$ cat src/rtl/if_fetch_unit_if.sv
// Fetch-unit bundle: redirect input, instruction-memory request/grant/response
// port and the decode-facing valid/ready output.
interface if_fetch_unit_if #(
  parameter int ADDR_W = 32
);
  logic              redirect_valid;
  logic [ADDR_W-1:0] redirect_pc;
  logic              imem_req;
  logic [ADDR_W-1:0] imem_addr;
  logic              imem_gnt;
  logic              imem_rvalid;
  logic [31:0]       imem_rdata;
  logic              out_valid;
  logic              out_ready;
  logic [ADDR_W-1:0] out_pc;
  logic [31:0]       out_instr;
  logic              out_exc;

  // Handshakes: a request transfers on a cycle with imem_req & imem_gnt, and
  // imem_addr holds while imem_req waits; an entry leaves the queue on a cycle
  // with out_valid & out_ready; responses return in request order.
  modport master (
    input  redirect_valid, redirect_pc, imem_gnt, imem_rvalid, imem_rdata, out_ready,
    output imem_req, imem_addr, out_valid, out_pc, out_instr, out_exc
  );

  modport slave (
    output redirect_valid, redirect_pc, imem_gnt, imem_rvalid, imem_rdata, out_ready,
    input  imem_req, imem_addr, out_valid, out_pc, out_instr, out_exc
  );
endinterface

$ cat src/rtl/if_fetch_unit.sv
// Instruction fetch: sequential PC stream, credit-limited memory requests,
// DEPTH-entry fetch queue, redirect with stale-response discard, AdEL tagging.
module if_fetch_unit #(
  parameter int                ADDR_W   = 32,
  parameter logic [ADDR_W-1:0] RESET_PC = 32'h0040_0000,
  parameter int                DEPTH    = 4
) (
  input  logic           clk,
  input  logic           reset,
  if_fetch_unit_if.master bus,
  output logic           dbg_state
);
  localparam int PW = $clog2(DEPTH);
  localparam int CW = PW + 1;
  // Extra headroom: stale responses from earlier redirects sit on top of DEPTH live ones.
  localparam int FW = PW + 3;

  typedef enum logic {RUN = 1'b0, HALT = 1'b1} state_t;

  state_t            state_q, state_d;
  logic [ADDR_W-1:0] fetch_pc, rsp_pc;
  logic [FW-1:0]     inflight, stale, used;
  logic [CW-1:0]     count;
  logic [PW-1:0]     rd_ptr, wr_ptr;

  logic [ADDR_W-1:0] q_pc    [DEPTH];
  logic [31:0]       q_instr [DEPTH];
  logic              q_exc   [DEPTH];

  logic              redirect, misaligned, req, grant, rsp, push, pop, out_valid;
  logic              wr_en, wr_exc;
  logic [PW-1:0]     wr_idx;
  logic [ADDR_W-1:0] wr_pc;
  logic [31:0]       wr_instr;

  assign redirect   = bus.redirect_valid;
  assign misaligned = bus.redirect_pc[1:0] != 2'b00;
  assign used       = inflight - stale + FW'(count);
  assign req        = reset && (state_q == RUN) && !redirect && (used < FW'(DEPTH));
  assign grant      = req && bus.imem_gnt;
  // A response with nothing outstanding is a protocol error and is ignored.
  assign rsp        = bus.imem_rvalid && (inflight != '0);
  assign push       = rsp && (stale == '0) && !redirect;
  assign out_valid  = count != '0;
  assign pop        = out_valid && bus.out_ready && !redirect;

  always_comb begin
    state_d = state_q;
    if (redirect) state_d = misaligned ? HALT : RUN;
  end

  always_ff @(posedge clk) begin
    if (!reset) state_q <= RUN;
    else        state_q <= state_d;
  end

  always_ff @(posedge clk) begin
    if (!reset) begin
      fetch_pc <= RESET_PC;
      rsp_pc   <= RESET_PC;
      inflight <= '0;
      stale    <= '0;
      count    <= '0;
      rd_ptr   <= '0;
      wr_ptr   <= '0;
    end else if (redirect) begin
      // Everything still outstanding belongs to the old stream.
      fetch_pc <= bus.redirect_pc;
      rsp_pc   <= bus.redirect_pc;
      inflight <= inflight - FW'(rsp);
      stale    <= inflight - FW'(rsp);
      rd_ptr   <= '0;
      wr_ptr   <= misaligned ? PW'(1) : '0;
      count    <= misaligned ? CW'(1) : '0;
    end else begin
      if (grant) fetch_pc <= fetch_pc + ADDR_W'(4);
      inflight <= inflight + FW'(grant) - FW'(rsp);
      if (rsp && (stale != '0)) stale <= stale - FW'(1);
      if (push) begin
        wr_ptr <= wr_ptr + PW'(1);
        rsp_pc <= rsp_pc + ADDR_W'(4);
      end
      if (pop) rd_ptr <= rd_ptr + PW'(1);
      count <= count + CW'(push) - CW'(pop);
    end
  end

  always_comb begin
    wr_en    = 1'b0;
    wr_idx   = wr_ptr;
    wr_pc    = rsp_pc;
    wr_instr = bus.imem_rdata;
    wr_exc   = 1'b0;
    if (reset && redirect && misaligned) begin
      wr_en    = 1'b1;
      wr_idx   = '0;
      wr_pc    = bus.redirect_pc;
      wr_instr = '0;
      wr_exc   = 1'b1;
    end else if (reset && push) begin
      wr_en = 1'b1;
    end
  end

  always_ff @(posedge clk) begin
    if (wr_en) begin
      q_pc[wr_idx]    <= wr_pc;
      q_instr[wr_idx] <= wr_instr;
      q_exc[wr_idx]   <= wr_exc;
    end
  end

  assign bus.imem_req  = req;
  assign bus.imem_addr = fetch_pc;
  assign bus.out_valid = out_valid;
  assign bus.out_pc    = out_valid ? q_pc[rd_ptr]    : '0;
  assign bus.out_instr = out_valid ? q_instr[rd_ptr] : '0;
  assign bus.out_exc   = out_valid ? q_exc[rd_ptr]   : 1'b0;
  assign dbg_state     = (state_q == HALT);
endmodule

$ cat src/flat_wrapper.sv
// flat-port wrapper written by rule: the top's interface ports become plain ports
module if_fetch_unit_flat 
#(
  parameter int                ADDR_W   = 32,
  parameter logic [ADDR_W-1:0] RESET_PC = 32'h0040_0000,
  parameter int                DEPTH    = 4
)
  (clk, reset, dbg_state, bus_redirect_valid, bus_redirect_pc, bus_imem_gnt, bus_imem_rvalid, bus_imem_rdata, bus_out_ready, bus_imem_req, bus_imem_addr, bus_out_valid, bus_out_pc, bus_out_instr, bus_out_exc);
  if_fetch_unit_if #(.ADDR_W(ADDR_W)) bus_i ();
  input  logic clk;
  input  logic reset;
  output logic dbg_state;
  input wire logic [$bits(bus_i.redirect_valid)-1:0] bus_redirect_valid;
  input wire logic [$bits(bus_i.redirect_pc)-1:0] bus_redirect_pc;
  input wire logic [$bits(bus_i.imem_gnt)-1:0] bus_imem_gnt;
  input wire logic [$bits(bus_i.imem_rvalid)-1:0] bus_imem_rvalid;
  input wire logic [$bits(bus_i.imem_rdata)-1:0] bus_imem_rdata;
  input wire logic [$bits(bus_i.out_ready)-1:0] bus_out_ready;
  output wire logic [$bits(bus_i.imem_req)-1:0] bus_imem_req;
  output wire logic [$bits(bus_i.imem_addr)-1:0] bus_imem_addr;
  output wire logic [$bits(bus_i.out_valid)-1:0] bus_out_valid;
  output wire logic [$bits(bus_i.out_pc)-1:0] bus_out_pc;
  output wire logic [$bits(bus_i.out_instr)-1:0] bus_out_instr;
  output wire logic [$bits(bus_i.out_exc)-1:0] bus_out_exc;
  assign bus_i.redirect_valid = bus_redirect_valid;
  assign bus_i.redirect_pc = bus_redirect_pc;
  assign bus_i.imem_gnt = bus_imem_gnt;
  assign bus_i.imem_rvalid = bus_imem_rvalid;
  assign bus_i.imem_rdata = bus_imem_rdata;
  assign bus_i.out_ready = bus_out_ready;
  assign bus_imem_req = bus_i.imem_req;
  assign bus_imem_addr = bus_i.imem_addr;
  assign bus_out_valid = bus_i.out_valid;
  assign bus_out_pc = bus_i.out_pc;
  assign bus_out_instr = bus_i.out_instr;
  assign bus_out_exc = bus_i.out_exc;
  if_fetch_unit #(.ADDR_W(ADDR_W), .RESET_PC(RESET_PC), .DEPTH(DEPTH)) u_core (.clk(clk), .reset(reset), .bus(bus_i), .dbg_state(dbg_state));
endmodule
$ cat config.mk
export PLATFORM = sky130hd
export DESIGN_NAME = if_fetch_unit_flat
export DESIGN_NICKNAME = d
export VERILOG_FILES = /design/src/rtl/if_fetch_unit_if.sv /design/src/rtl/if_fetch_unit.sv /design/src/flat_wrapper.sv
export SDC_FILE = /design/constraint.sdc
export NUM_CORES = 1
export LEC_CHECK = 0
export ABC_AREA = 1
export CORE_MARGIN = 2
export CORE_UTILIZATION = 50
export DETAILED_ROUTE_END_ITERATION = 12
export GPL_TIMING_DRIVEN = 0
export PLACE_DENSITY = 0.75
export SLEW_MARGIN = 5
export SYNTH_ARGS = -nofsm -noshare
export SYNTH_HDL_FRONTEND = slang
export SYNTH_SLANG_ARGS = --single-unit
$ cat constraint.sdc
create_clock -name clk -period 6.35 [get_ports clk]
set_input_delay 0.9525 -clock clk [delete_from_list [all_inputs] [get_ports clk]]
set_output_delay 0.9525 -clock clk [all_outputs]
set_load 0.05 [all_outputs]
==> results.sh <==
export IMPL_yosysWarningCount=0
export IMPL_rrSetupSlack_ns=2.37
export IMPL_cts_setup_buffers=0
export IMPL_max_cap_violations=0
export IMPL_rr_startpoint="u_core.inflight[2]"
export IMPL_grt_pass1_wl_um=70240
export IMPL_regArea_um2=9489
export IMPL_route_detailed_drc=0
export IMPL_ys_types=42
export IMPL_fmax_ghz=0.2246
export IMPL_synth_edf_count=260
export IMPL_vias=13740
export IMPL_root_buffer="clkbuf_16"
export IMPL_overflow=0
export IMPL_cts_hold_buf=0
export IMPL_hold_class="reg -> reg"
export IMPL_clock_latency_ns=0.52
export IMPL_drt_iter0_markers=1310
export IMPL_syn_inst=1823
export IMPL_nets=2141
export IMPL_clock_sinks=344
export IMPL_dieArea_um2=33880
export IMPL_mostFrequentLayoutCells="372 x nor2_1, 344 x nand2_1, 260 x edfxtp_1"
export IMPL_cts_tree="built"
export IMPL_vdd_drop_max_v=0.0002206
export IMPL_fin_crit_sh_pct=70.10
export IMPL_finalHoldViolations=0
export IMPL_avgSynthCellArea_um2=8.894
export IMPL_ys_seq_elements=344
export IMPL_synth_flop_cell="edfxtp_1"
export IMPL_total_power_mw=6.024
export IMPL_relSlewSlack_pct=34.88
export IMPL_setup_ws_ns=1.898
export IMPL_final_common_cell="nor2_1"
export IMPL_wire_per_inst_um=18.61
export IMPL_ios=170
export IMPL_place_area_um2=18710
export IMPL_critPathLaunchType="flop"
export IMPL_cts_resized=0
export IMPL_syn_num_nets=1915
export IMPL_place_ws_ns=2.177
export IMPL_synthArstFlopShare_pct=0
export IMPL_drt_pass1_iter_count=6
export IMPL_grt_total_usage_pct=27.06
export IMPL_die_x_um=184.1
export IMPL_p_leak_nw=7.330
export IMPL_numCtsBuffers=36
export IMPL_fill_cells=2571
export IMPL_yosysSeqAreaShare_pct=58.53
export IMPL_tightest_slew_ns=0.9665
export IMPL_slew_viol_final=0
export IMPL_viasPerCell=5.546
export IMPL_worstSetupEndpoint="bus_out_pc[8]"
export IMPL_final_cell_area_um2=19840
export IMPL_synth_area_um2=16210
export IMPL_cts_max_level=2
export IMPL_r2r_end="u_core.inflight[4]"
export IMPL_outcome="finished, final reports clean"
export IMPL_path_clk_slew_ns=0.06
export IMPL_grt_pass1_vias=12950
export IMPL_io_buffers=168
export IMPL_multi_input_area_um2=5843
export IMPL_setup_viol=0
export IMPL_worst_ep_required_time_ns=5.40
export IMPL_power_density_nw_per_um2=303.7
export IMPL_routed_wl_um=46100
export IMPL_grt_max_degree=26
export IMPL_synthTopCellsByArea="edfxtp_1 48%, dfxtp_1 10%, nor2_1 8.6%"
export IMPL_core_area_um2=31720
export IMPL_crit_type="reg -> out"
export IMPL_synth_top_area_share_pct=48.16
export IMPL_rsz0062_at_grt="false"
export IMPL_post_dp_hpwl_um=32920
export IMPL_clockBufferDepth=3
export IMPL_die_y_um=184.1
export IMPL_final_antenna_net_count=0
export IMPL_r2r_cells=20
export IMPL_antenna_found_initial=0
export IMPL_rows=65
export IMPL_layout_drive_gt1_share_pct=5.783
export IMPL_syn_to_final_growth_pct=22.35
export IMPL_critPathArrivalTime_ns=3.50
export IMPL_period_needed_ns=4.452
export IMPL_antennaDiodeCount=0
export IMPL_start_util_pct=51.12
export IMPL_clock_skew_ns=0.01424
export IMPL_gp_congestion=0.9247
export IMPL_cp_end_kind="output port"
export IMPL_synth_area_leader_cell="edfxtp_1"
export IMPL_cp_max_fo=10
-- report_power, final --
part           switching (mW)  internal [mW]
Sequential             0.0851           2.55
Combinational           0.914          0.442
Clock                   0.866           1.17
-- per-stage QoR --
| stage | util (%) | setup TNS [ns] | instances | hold slack [ns] |
|---|---|---|---|---|
| global placement | 58.02 | -704.55 | 2393 | 0.4548 |
| CTS | 62.54 | 0 | 2477 | 0.4747 |
| global route | 62.54 | 0 | 2477 | 0.4937 |
| detailed placement | 59.00 | 0 | 2413 | 0.4675 |
| finish | 62.54 | 0 | 2477 | 0.4668 |
| floorplan | - | -26.04 | 1823 | 0.4372 |
-- cell usage after synthesis, types with 17 or more instances --
library cell    n
a21oi_1       121
buf_1          27
clkbuf_1       46
dfxtp_1        84
edfxtp_1      260
ha_1           18
inv_1         137
nand2_1       344
nand3_1        68
nor2_1        372
nor3_1         17
o21ai_0       207
xor2_1         20
-- how the worst min path moves through the flow --
stage / from / end / slack (ns) / cells past startpoint
6_report: u_core.bus.imem_addr[0] / u_core.bus.imem_addr[0] / 0.47 / 2
5_1_grt: u_core.rd_ptr[1] / u_core.rd_ptr[1] / 0.49 / 2
4_1_cts: u_core.rd_ptr[1] / u_core.rd_ptr[1] / 0.47 / 2
3_5_place_dp: u_core.rd_ptr[1] / u_core.rd_ptr[1] / 0.47 / 2
3_3_place_gp: u_core.rd_ptr[1] / u_core.rd_ptr[1] / 0.45 / 2
2_1_floorplan: u_core.rd_ptr[1] / flop / 0.44 / 2
-- layer usage --
metal | track usage, % | vias to the layer above | wire [um]
met3 | 3.764 | 87 | 3731
met1 | 35.97 | 6506 | 18880
met5 | 0 | - | 0
met4 | 7.968 | 0 | 1122
li1 | - | 6545 | -
met2 | 46.29 | 599 | 22360
-- logic make-up after synthesis --
group	share of synthesized area, %
fa+ha+maj	1.883
simple gates	21.48
buf+inv	5.634
compound gates	11.17
flops	58.53
xor+xnor	1.296
-- sequential cells by signal (all words and copies together), names as in the netlist, 3 cells and up, named ones only --
name / flops
u_core.bus.imem_addr: 32
u_core.count: 3
u_core.inflight: 5
u_core.q_exc: 4
u_core.q_instr: 128
u_core.q_pc: 128
u_core.rsp_pc: 32
u_core.stale: 5
-- critical path, stage by stage, from the launching register on --
cell             delay (ns)
dfxtp_1                0.37
clkbuf_1               0.25
clkbuf_1               0.46
buf_1                  0.46
nor2_1                 0.14
nor2_1                 0.11
o21ai_0                0.09
a21oi_1                0.22
clkdlybuf4s50_1        0.89
-- final cells by class --
type                       count  area share [%]
buffer                        88           1.867
timing repair buffer         188           9.909
clock buffer                  51           4.926
sequential                   344           47.84
clock inverter                13          0.7317
multi-input combinational   1247           29.46
inverter                     144           2.737
tap                          402           2.536
No activity file was read; power rests on OpenSTA's default activity.
